$ cat src/rtl/grf_scoreboard_if.sv
// rtl/grf_scoreboard_if.sv - D-stage issue / W-stage retire bundle between pipeline and GRF scoreboard
interface grf_scoreboard_if;
  logic [4:0]  rs_D;
  logic [4:0]  rt_D;
  logic        use_rs;
  logic        use_rt;
  logic        issue_en;
  logic        issue_we;
  logic [4:0]  issue_wa;
  logic        retire_en;
  logic [4:0]  retire_wa;
  logic        stall_D;
  logic [6:0]  outstanding;
  logic        err;
  logic [31:0] stall_cycles;

  modport master (
    output rs_D, rt_D, use_rs, use_rt, issue_en, issue_we, issue_wa, retire_en, retire_wa,
    input  stall_D, outstanding, err, stall_cycles
  );

  modport slave (
    input  rs_D, rt_D, use_rs, use_rt, issue_en, issue_we, issue_wa, retire_en, retire_wa,
    output stall_D, outstanding, err, stall_cycles
  );
endinterface

$ cat src/rtl/grf_scoreboard.sv
// rtl/grf_scoreboard.sv - per-register pending-write scoreboard gating D-stage issue
// Optional stall-cycle statistics counter enabled by defining GRF_SB_STATS_EN.
module grf_scoreboard #(
  parameter int CNT_W = 2
) (
  input logic             clk,
  input logic             reset,
  grf_scoreboard_if.slave sb
);
  localparam logic [CNT_W-1:0] PMAX = '1;
  localparam logic [CNT_W-1:0] PONE = CNT_W'(1);

  // Entry 0 is never written after reset, so $0 always reads as idle.
  logic [CNT_W-1:0] pend [32];
  logic [CNT_W-1:0] pend_rs, pend_rt, pend_wa, pend_ra;
  logic             hz_rs, hz_rt, stall;
  logic             acc, ret, same, inc_ok, dec_ok;
  logic [6:0]       outstanding_q;
  logic             err_q;

  assign pend_rs = pend[sb.rs_D];
  assign pend_rt = pend[sb.rt_D];
  assign pend_wa = pend[sb.issue_wa];
  assign pend_ra = pend[sb.retire_wa];

  // A read of the register W is writing for the last time is forwarded by the GRF.
  always_comb begin
    hz_rs = sb.use_rs && (sb.rs_D != 5'd0) && (pend_rs != '0) &&
            !(sb.retire_en && (sb.retire_wa == sb.rs_D) && (pend_rs == PONE));
    hz_rt = sb.use_rt && (sb.rt_D != 5'd0) && (pend_rt != '0) &&
            !(sb.retire_en && (sb.retire_wa == sb.rt_D) && (pend_rt == PONE));
  end

  assign stall = hz_rs | hz_rt;

  assign acc    = sb.issue_en & ~stall & sb.issue_we & (sb.issue_wa != 5'd0);
  assign ret    = sb.retire_en & (sb.retire_wa != 5'd0);
  assign same   = acc & ret & (sb.issue_wa == sb.retire_wa);
  assign inc_ok = acc & ~same & (pend_wa != PMAX);
  assign dec_ok = ret & ~same & (pend_ra != '0);

  always_ff @(posedge clk) begin
    if (reset) begin
      for (int i = 0; i < 32; i++) pend[i] <= '0;
      outstanding_q <= 7'd0;
      err_q         <= 1'b0;
    end else begin
      if (inc_ok) pend[sb.issue_wa]  <= pend_wa + PONE;
      if (dec_ok) pend[sb.retire_wa] <= pend_ra - PONE;
      if ((acc & ~same & ~inc_ok) | (ret & ~same & ~dec_ok)) err_q <= 1'b1;
      case ({inc_ok, dec_ok})
        2'b10:   outstanding_q <= outstanding_q + 7'd1;
        2'b01:   outstanding_q <= outstanding_q - 7'd1;
        default: outstanding_q <= outstanding_q;
      endcase
    end
  end

  assign sb.stall_D     = stall;
  assign sb.outstanding = outstanding_q;
  assign sb.err         = err_q;

`ifdef GRF_SB_STATS_EN
  logic [31:0] stall_cnt;

  always_ff @(posedge clk) begin
    if (reset)      stall_cnt <= 32'd0;
    else if (stall) stall_cnt <= stall_cnt + 32'd1;
  end

  assign sb.stall_cycles = stall_cnt;
`else
  assign sb.stall_cycles = 32'h0;
`endif
endmodule

$ cat src/flat_wrapper.sv
// flat-port wrapper written by rule: the top's interface ports become plain ports
module grf_scoreboard_flat 
#(
  parameter int CNT_W = 2
)
  (clk, reset, sb_rs_D, sb_rt_D, sb_use_rs, sb_use_rt, sb_issue_en, sb_issue_we, sb_issue_wa, sb_retire_en, sb_retire_wa, sb_stall_D, sb_outstanding, sb_err, sb_stall_cycles);
  grf_scoreboard_if sb_i ();
  input logic clk;
  input logic reset;
  input wire logic [$bits(sb_i.rs_D)-1:0] sb_rs_D;
  input wire logic [$bits(sb_i.rt_D)-1:0] sb_rt_D;
  input wire logic [$bits(sb_i.use_rs)-1:0] sb_use_rs;
  input wire logic [$bits(sb_i.use_rt)-1:0] sb_use_rt;
  input wire logic [$bits(sb_i.issue_en)-1:0] sb_issue_en;
  input wire logic [$bits(sb_i.issue_we)-1:0] sb_issue_we;
  input wire logic [$bits(sb_i.issue_wa)-1:0] sb_issue_wa;
  input wire logic [$bits(sb_i.retire_en)-1:0] sb_retire_en;
  input wire logic [$bits(sb_i.retire_wa)-1:0] sb_retire_wa;
  output wire logic [$bits(sb_i.stall_D)-1:0] sb_stall_D;
  output wire logic [$bits(sb_i.outstanding)-1:0] sb_outstanding;
  output wire logic [$bits(sb_i.err)-1:0] sb_err;
  output wire logic [$bits(sb_i.stall_cycles)-1:0] sb_stall_cycles;
  assign sb_i.rs_D = sb_rs_D;
  assign sb_i.rt_D = sb_rt_D;
  assign sb_i.use_rs = sb_use_rs;
  assign sb_i.use_rt = sb_use_rt;
  assign sb_i.issue_en = sb_issue_en;
  assign sb_i.issue_we = sb_issue_we;
  assign sb_i.issue_wa = sb_issue_wa;
  assign sb_i.retire_en = sb_retire_en;
  assign sb_i.retire_wa = sb_retire_wa;
  assign sb_stall_D = sb_i.stall_D;
  assign sb_outstanding = sb_i.outstanding;
  assign sb_err = sb_i.err;
  assign sb_stall_cycles = sb_i.stall_cycles;
  grf_scoreboard #(.CNT_W(CNT_W)) u_core (.clk(clk), .reset(reset), .sb(sb_i));
endmodule
$ cat config.mk
export PLATFORM = sky130hd
export DESIGN_NAME = grf_scoreboard_flat
export DESIGN_NICKNAME = d
export VERILOG_FILES = /design/src/rtl/grf_scoreboard_if.sv /design/src/rtl/grf_scoreboard.sv /design/src/flat_wrapper.sv
export SDC_FILE = /design/constraint.sdc
export NUM_CORES = 1
export LEC_CHECK = 0
export BUFFER_PORTS_ARGS = -buffer_cell sky130_fd_sc_hd__buf_2
export CORE_ASPECT_RATIO = 0.8
export CORE_MARGIN = 8
export CORE_UTILIZATION = 55
export DETAILED_ROUTE_END_ITERATION = 10
export GPL_TIMING_DRIVEN = 0
export PLACE_DENSITY = 0.76
export SYNTH_ARGS = -nofsm -noshare
export SYNTH_HDL_FRONTEND = slang
export SYNTH_SLANG_ARGS = --single-unit
$ cat constraint.sdc
create_clock -name clk -period 5.06 [get_ports clk]
set_input_delay 1.012 -clock clk [delete_from_list [all_inputs] [get_ports clk]]
set_output_delay 1.012 -clock clk [all_outputs]
set_load 0.05 [all_outputs]
After elaboration in Yosys (flattened, before gate mapping)
Memories as Yosys holds them, arrays and structs flattened.
Cells that the tools add are included.
{"block": "word_totals", "ramBits": 64, "input_bits": 27, "out_inout_bits": 41, "reg_bits": 8, "mem_count": 1, "elab_cells": 70}
{"name": "u_core.pend", "words": 32, "width": 2, "read_ports": 4, "rd_clocked_by_memory_dff": 0, "wr": 32, "line_no": "grf_scoreboard.sv:14", "rtl": "logic [CNT_W-1:0] pend [32];"}
{"block": "op_classes", "n_eq_ne": 8, "addsub": 4, "bitwise_logic": 18, "mux": 15, "n_reduce_logical": 22}
{"cell": "$reduce_bool A5 Y1", "count": 4}
{"cell": "$eq A5 B5 Y1", "count": 3}
{"cell": "$pmux W7 S2", "count": 1}
{"cell": "$and A1 B1 Y1", "count": 12}
{"cell": "$logic_and A1 B1 Y1", "count": 10}
{"cell": "$mux W1", "count": 10}
{"cell": "$mux W5", "count": 2}
{"cell": "$reduce_bool A2 Y1", "count": 4}
{"cell": "$add A7 B1 Y7 const B", "count": 1}
{"cell": "$sub A7 B1 Y7 const B", "count": 1}
{"cell": "$eq A2 B1 Y1 const B", "count": 3}
{"cell": "$mux W2", "count": 2}
{"cell": "$not A1 Y1", "count": 4}
{"cell": "$reduce_or A2 Y1", "count": 2}
{"cell": "$add A2 B1 Y2 const B", "count": 1}
{"cell": "$eq A2 B2 Y1 const B", "count": 1}
{"cell": "$logic_not A1 Y1", "count": 2}
{"cell": "$ne A2 B2 Y1 const B", "count": 1}
{"cell": "$or A1 B1 Y1", "count": 2}
{"cell": "$sub A2 B1 Y2 const B", "count": 1}

Logic depth before layout (Yosys ltp)
Gate-level depths: netlist of the first run.
{"block": "depth", "depth_word": 20, "mapped_depth": 20, "ltp_nobuf": 18}

Worst setup path before layout of the first run
Ideal clock, no wire load.
{"block": "synth_path", "path_kind": "input to register", "startpoint": "input port sb_retire_wa[0]", "endpoint": "register u_core.outstanding_q[6], in the netlist u_core.sb.outstanding[6]", "path_stages": 19, "path_buffers": 2, "slack_ps": -327, "required_time_ps": 4989, "setup_time_ps": 71, "arrival_ps": 5317, "cell_sequence": "clkbuf_1 -> buf_1 -> mux4_2 -> a22o_1 -> a221oi_1 -> and3_1 -> ha_1 -> nor2_1 -> a41oi_1 -> nand2_1 -> ha_1 -> fa_1 -> a21o_1 -> a21oi_1 -> o21bai_1 -> a21oi_1 -> xor2_1 -> or3_1 -> a21oi_1"}
{"block": "synth_via", "elab_chain_cells": 17, "elab_cells_between_ends": 31, "cone_classes": "eq/ne (5); mux (1); bitwise (13); reduce/logical (11); memory (1)"}
{"element": "from (decl)", "line_no": "flat_wrapper.sv:18", "rtl": "input wire logic [$bits(sb_i.retire_wa)-1:0] sb_retire_wa;"}
{"element": "$eq A5 B5 Y1, on equally long branches", "line_no": "grf_scoreboard.sv:29, grf_scoreboard.sv:31"}
{"element": "$logic_and A1 B1 Y1, on equally long branches (2 in series)", "line_no": "grf_scoreboard.sv:29, grf_scoreboard.sv:31"}
{"element": "$logic_not A1 Y1, on equally long branches", "line_no": "grf_scoreboard.sv:29, grf_scoreboard.sv:31"}
{"element": "$logic_and A1 B1 Y1, on equally long branches", "line_no": "grf_scoreboard.sv:28, grf_scoreboard.sv:30"}
{"element": "$or A1 B1 Y1", "line_no": "grf_scoreboard.sv:34", "rtl": "assign stall = hz_rs | hz_rt;"}
{"element": "$not A1 Y1", "line_no": "grf_scoreboard.sv:36", "rtl": "assign acc = sb.issue_en & ~stall & sb.issue_we & (sb.issue_wa != 5'd0);"}
{"element": "$and A1 B1 Y1 (3 in series)", "line_no": "grf_scoreboard.sv:36"}
{"element": "$and A1 B1 Y1 (2 in series)", "line_no": "grf_scoreboard.sv:38", "rtl": "assign same = acc & ret & (sb.issue_wa == sb.retire_wa);"}
{"element": "$not A1 Y1", "line_no": "grf_scoreboard.sv:39, grf_scoreboard.sv:40"}
{"element": "$and A1 B1 Y1, on equally long branches (2 in series)", "line_no": "grf_scoreboard.sv:40, grf_scoreboard.sv:39"}
{"element": "$eq A2 B1 Y1 / $eq A2 B2 Y1 (equally long branches)", "line_no": "grf_scoreboard.sv:51", "rtl": "case ({inc_ok, dec_ok})"}
{"element": "$pmux W7 S2 / $reduce_bool A2 Y1 (equally long branches)"}
{"element": "to (signal assigned)", "line_no": "grf_scoreboard.sv:52", "rtl": "2'b10: outstanding_q <= outstanding_q + 7'd1;"}
{"element": "to (signal assigned)", "line_no": "grf_scoreboard.sv:53", "rtl": "2'b01: outstanding_q <= outstanding_q - 7'd1;"}
{"element": "to (signal assigned)", "line_no": "grf_scoreboard.sv:54", "rtl": "default: outstanding_q <= outstanding_q;"}
{"element": "to (decl)", "line_no": "grf_scoreboard.sv:18", "rtl": "logic [6:0] outstanding_q;"}
Several ways; a longest one is shown, not always the timed one.
A chain may end at the register's enable or synchronous reset.

Final worst setup path of the first run
{"block": "layout_path", "startpoint": "input port sb_retire_wa[3]", "endpoint": "register u_core.outstanding_q[6], in the netlist u_core.sb.outstanding[6]"}
Same word-level chain as after synthesis.

==> results.cfg, run 1 <==
[route]
via_per_inst = 7.513
drt_iter0_drc = 1061
routed_wl_um = 24630
drc = 0
vias = 6138
wl_per_cell_um = 30.15
antenna_left = 0
drt-pass1-iter-count = 8

[cts]
cts.path.max_buffers = 2
htreeDepth = 3
cts.sinks = 72
cts_root_buffer = clkbuf_16
numCtsBuffers = 9
path_clk_slew_ns = 0.06
cts_tree = yes
clock_latency_ns = 0.34

[finish]
design_area_um2 = 7471
final_cell_mix = 64 x edfxtp_1, 56 x mux4_2, 44 x o32ai_1
mostFrequentLayoutCell = edfxtp_1
diodes = 0
fillers = 935
fin_nets = 700
drive_gt1_share_pct = 30.04
area_growth_pct = 13.73

[sta]
slew_headroom_pct = 42.63
finalWorstSetupSlack_ns = 0.08460
tightest_slew_ns = 0.8605
setup_viol = 0
fin_crit_ns = 4.975
clock_skew_ns = 0.01136
hold_violations = 0
report.final.slew_viol_count = 0
fin_setup_tns_ns = 0
timing.fmax_ghz = 0.2010
min_period_over_period_pct = 98.33

[die]
die_area_um2 = 15720
coreArea_um2 = 11600
rows = 35
die_height_um = 113.7
boundaryPins = 68
initial_core_util_pct = 56.60
die_w_um = 138.2

[grt]
antenna_found_initial = 0
grt_pass1_wl_um = 35870
grt_max_degree = 15
gr-total-overflow = 0
grt_pass1_vias = 5611
globalRouteTotalUtil_pct = 29.98

[placement]
dp_hpwl_um = 19840
gp_congestion = 1.070
io_buffers = 23
dp_slack_ns = -1.182
post_dp_cell_area_um2 = 7017

[critical_path]
r2r_slack_ns = 0.57
crit_type = in2reg
cp_data_required_time_ns = 5.32
end_kind = register
startpoint_type = input pin
cp_data_arrival_time_ns = 5.24
path_max_fanout = 10

[synth]
synthFlopType = edfxtp_1
synth-edff-count = 64
ys_seq_elements = 72
syn_area_um2 = 6569
synthDistinctLibCells = 63
ys_warn_count = 0
async_reset_ff_share_pct = 0
avgSynthCellArea_um2 = 11.06
seq_area_frac_synth_pct = 31.70
netlist_instances = 594

[power_and_ir_drop]
power_w = 0.002089
p_leak_nw = 2.652
power_density_nw_per_um2 = 279.6
ir_drop_mv = 0.2352

[status]
status = completed

[min_path]
hold_class = reg2reg

[job]
cap_violations = 0
-- power breakdown --
group | internal [W] | switching, W
clock network | 0.000330 | 0.000251
registers | 0.000693 | 0.0000566
logic | 0.000289 | 0.000470
total | 0.00131 | 0.000777
-- timing repair --
action                                  4_1_cts  5_1_grt
resized for setup                            23       22
hold buffers                                  0        0
pin swaps                                     1        4
setup buffers                                 0        4
hold endpoints to repair                      0        0
endpoints found under the setup margin       30        2
cloned                                        0        0
-- Yosys cell counts (6+ instances only) --
| cell type | n | area share (%) |
|---|---|---|
| or3_1 | 9 | 0.86 |
| inv_1 | 8 | 0.46 |
| a21oi_1 | 12 | 0.91 |
| buf_4 | 36 | 4.1 |
| nor2_1 | 26 | 1.5 |
| a22oi_1 | 13 | 1.5 |
| nor3_1 | 7 | 0.53 |
| nor2b_1 | 6 | 0.57 |
| clkbuf_1 | 30 | 1.7 |
| mux4_2 | 56 | 19 |
| and2_1 | 7 | 0.67 |
| edfxtp_1 | 64 | 29 |
| nand2_1 | 29 | 1.7 |
| mux2i_1 | 16 | 2.4 |
| nand4_1 | 9 | 0.86 |
| dfxtp_1 | 8 | 2.4 |
| a221o_1 | 16 | 2.4 |
| nor3b_1 | 7 | 0.80 |
| o221ai_1 | 18 | 2.4 |
| nand3_1 | 11 | 0.84 |
| xnor2_1 | 15 | 2.0 |
| and3_1 | 8 | 0.76 |
| buf_2 | 13 | 0.99 |
| o22ai_1 | 18 | 1.7 |
| ha_1 | 8 | 1.5 |
| buf_1 | 8 | 0.46 |
| or2_2 | 7 | 0.67 |
| xor2_1 | 6 | 0.80 |
| nand2b_1 | 23 | 2.2 |
| o32ai_1 | 44 | 5.9 |
-- sequential cells by signal, indices dropped and copies added, names as in the netlist --
name,cells
u_core.sb.outstanding,7
u_core.sb.err,1
u_core.pend,64
-- routing by layer --
layer,up-vias,global-route usage [%],share of wire [%]
li1,2532,-,-
met3,63,10.05,17
met4,0,10.19,2.8
met2,572,41.86,41
met1,2971,42.39,39
met5,-,0,0
-- logic make-up (layout without fill, tap and decap cells) --
group,count (synthesis),in the layout,synth area share (%)
adder cells (fa/ha/maj),9,9,1.829
multiplexers,77,77,22.50
AO/OA/AOI/OAI,150,150,18.97
buffers and inverters,99,141,8.305
other,1,34,0.05709
XOR/XNOR,21,21,2.800
flip-flops,72,72,31.70
AND/OR/NAND/NOR,165,165,13.85
-- worst max-delay path, cell delays in order --
cell      delay (ns)
clkbuf_2        0.21
clkbuf_2        0.25
nor3b_2         0.59
nand2b_1        0.36
nand4_1         0.14
or2_2           0.15
ha_4            0.19
nor2_1          0.08
a41oi_2         0.30
nand2_2         0.13
ha_4            0.22
fa_1            0.41
a21o_1          0.22
a21oi_2         0.16
o21bai_1        0.09
a21oi_2         0.16
xor2_1          0.09
or3_1           0.31
a21oi_1         0.14
-- through the flow --
| stage | util, % | hold slack [ns] | instances |
|---|---|---|---|
| 2_1_floorplan | - | 0.7134 | 627 |
| 3_3_place_gp | 60.46 | 0.4615 | 798 |
| 3_5_place_dp | 60.46 | 0.4733 | 798 |
| 4_1_cts | 63.39 | 0.4809 | 813 |
| 5_1_grt | 64.38 | 0.5434 | 817 |
| 6_report | 64.38 | 0.4810 | 817 |
-- area by class of cell --
| class | instances | area [µm²] | share of cell area [%] |
|---|---|---|---|
| Clock buffer | 12 | 236.5 | 3.165 |
| Clock inverter | 4 | 22.52 | 0.3015 |
| Inverter | 9 | 33.78 | 0.4522 |
| Multi-Input combinational cell | 456 | 4183 | 55.99 |
| Sequential cell | 72 | 2082 | 27.87 |
| Tap cell | 148 | 185.2 | 2.479 |
| Timing Repair Buffer | 27 | 145.1 | 1.943 |
| Buffer | 89 | 583.1 | 7.804 |
-- worst paths after layout --
path | from | to | cells after the start
setup / recovery | sb_retire_wa[3] | u_core.sb.outstanding[6] | 19
hold / removal | u_core.sb.outstanding[6] | u_core.sb.outstanding[6] | 2
setup reg to reg | u_core.pend[31][1] | u_core.sb.outstanding[6] | 17
hold reg to reg | u_core.sb.outstanding[6] | u_core.sb.outstanding[6] | 2
Power figures use the tool's default switching activity.
==> run 2, diff against run 1 <==
--- a/config.mk
+++ b/config.mk
@@ -8,10 +8,10 @@
 export BUFFER_PORTS_ARGS = -buffer_cell sky130_fd_sc_hd__buf_2
 export CORE_ASPECT_RATIO = 0.8
 export CORE_MARGIN = 8
-export CORE_UTILIZATION = 55
+export CORE_UTILIZATION = 40
 export DETAILED_ROUTE_END_ITERATION = 10
 export GPL_TIMING_DRIVEN = 0
-export PLACE_DENSITY = 0.76
+export PLACE_DENSITY = 0.58
 export SYNTH_ARGS = -nofsm -noshare
 export SYNTH_HDL_FRONTEND = slang
 export SYNTH_SLANG_ARGS = --single-unit
==> results.cfg, run 2 (synthesized netlist as in run 1, its figures left out) <==
[route]
wl_per_cell_um = 31.06
drt-pass1-iter-count = 6
antenna_left = 0
vias = 6184
routed_wl_um = 27590
via_per_inst = 6.964
drt_iter0_drc = 1052
drc = 0

[cts]
cts_tree = yes
numCtsBuffers = 9
cts.path.max_buffers = 2
path_clk_slew_ns = 0.06
cts.sinks = 72
clock_latency_ns = 0.35
htreeDepth = 3
cts_root_buffer = clkbuf_16
ctsHoldBuffers = 0

[placement]
dp_slack_ns = -1.040
io_buffers = 23
dp_hpwl_um = 20700
gp_congestion = 0.9909
dp.cells = 870

[critical_path]
path_buf_inv = 4
cp_data_arrival_time_ns = 5.04
startpoint_type = input pin
crit_type = in2reg
path_max_fanout = 10
path_cells = buf_2 -> buf_8 -> clkbuf_8 -> mux4_2 -> a22o_1 -> a221oi_1 -> and3_1 -> ha_2 -> nor2_1 -> nand4b_1 -> inv_1 -> and4_1 -> a211oi_4 -> o221ai_1
end_kind = register
cp_data_required_time_ns = 5.03
cpPeakStageDelay_ns = 0.62
path_delay_family = compound AO/OA/AOI/OAI gates
crit_slowest_cell = a211oi_4

[power_and_ir_drop]
ir_drop_mv = 0.2103
seqPwrFrac_pct = 34.0
power_density_nw_per_um2 = 290.1
p_int_w = 0.001392
power_frac_clock_pct = 31.7
power_w = 0.002200
p_leak_nw = 2.674
swShare_pct = 36.72
p_comb_share_pct = 34.3
power.net_switching_w = 0.0008078

[sta]
finalWorstSetupSlack_ns = -0.009464
hold_violations = 0
timing.fmax_ghz = 0.1973
fin_crit_ns = 5.069
rsz0062_at_grt = no
setup_viol = 2
tightest_slew_ns = 0.9720
slew_headroom_pct = 35.20
report.final.slew_viol_count = 0
min_period_over_period_pct = 100.2
fin_setup_tns_ns = -0.01551
clock_skew_ns = 0.007361

[finish]
instances_no_fill = 888
diodes = 0
final_util_pct = 46.55
area_growth_pct = 15.45
top_register = u_core.pend
final_cell_mix = 64 x edfxtp_1, 56 x mux4_2, 44 x o32ai_1
mostFrequentLayoutCell = edfxtp_1
largest_reg_flops = 64
fin_nets = 699
fillers = 1524
drive_gt1_share_pct = 29.79

[die]
die_height_um = 130.6
rows = 42
boundaryPins = 68
die_w_um = 159.3
coreArea_um2 = 16290
die_area_um2 = 20800
initial_core_util_pct = 40.32

[min_path]
hold_class = reg2reg

[status]
violations = setup timing
status = complete, but fails checks

[grt]
grt_pass1_vias = 5914
antenna_found_initial = 0
globalRouteTotalUtil_pct = 26.34
grt_max_degree = 13
gr-total-overflow = 0
grt_pass1_wl_um = 39850

[job]
cap_violations = 0
run 2: cell types whose count changed in the layout (fill, tap and decap cells not counted), sizes merged:
cell,previous run,this run
buf,87,86
bufinv,0,1
clkinv,4,2
clkinvlp,1,0
inv,8,10
run 2: per-stage QoR:
step | hold WS (ns) | area (µm²)
floorplan | 0.7134 | 6716
global placement | 0.4560 | 7107
CTS | 0.4958 | 7490
finish | 0.4976 | 7584
global route | 0.5191 | 7584
detailed placement | 0.4804 | 7107
run 2: power by group through the flow:
| stage | sequential, W | combinational (W) | clock, W |
|---|---|---|---|
| floorplan | 0.000810 | 0.000472 | 0 |
| CTS | 0.000744 | 0.000724 | 0.000692 |
| detailed placement | 0.000757 | 0.000715 | 0 |
| global route | 0.000752 | 0.000796 | 0.000711 |
| finish | 0.000749 | 0.000754 | 0.000697 |
| global placement | 0.000753 | 0.000703 | 0 |
run 2: final cells by class:
type / count / area [µm²] / share of cell area, %
multi-input combinational: 456 / 4155 / 54.79
sequential: 72 / 2082 / 27.45
buffer: 90 / 591.8 / 7.804
tap: 220 / 275.3 / 3.630
clock buffer: 12 / 267.8 / 3.531
timing repair buffer: 25 / 130.1 / 1.716
clock inverter: 4 / 47.55 / 0.6270
inverter: 9 / 33.78 / 0.4455
run 2: worst min-delay path, stage by stage (launching register included):
cell,delay [ns]
dfxtp_1,0.33
nand2_1,0.05
o311ai_0,0.08
run 2: worst paths after layout:
path,start,endpoint,slack [ns],cells past startpoint
worst max-delay path,sb_retire_wa[1],u_core.pend[17][0],-0.009,14
worst min-delay path,u_core.sb.err,u_core.sb.err,0.50,2
worst max register to register,u_core.pend[27][1],u_core.sb.outstanding[6],0.52,17
worst min register to register,u_core.sb.err,u_core.sb.err,0.50,2
run 2: per-layer routing:
layer | wire length (µm) | GRT usage (%) | share of wire, % | up-vias
li1 | - | - | - | 2537
met1 | 10440 | 34.62 | 38 | 3042
met2 | 11640 | 38.47 | 42 | 524
met3 | 4413 | 9.173 | 16 | 81
met4 | 1097 | 12.45 | 4.0 | 0
met5 | 0 | 0 | 0 | -
run 2: what timing repair did:
item / CTS / global route
gates resized for setup: 20 / 26
buffers inserted: 0 / 2
setup endpoints to repair: 30 / 6
gates cloned: 0 / 0
pin swaps: 0 / 2
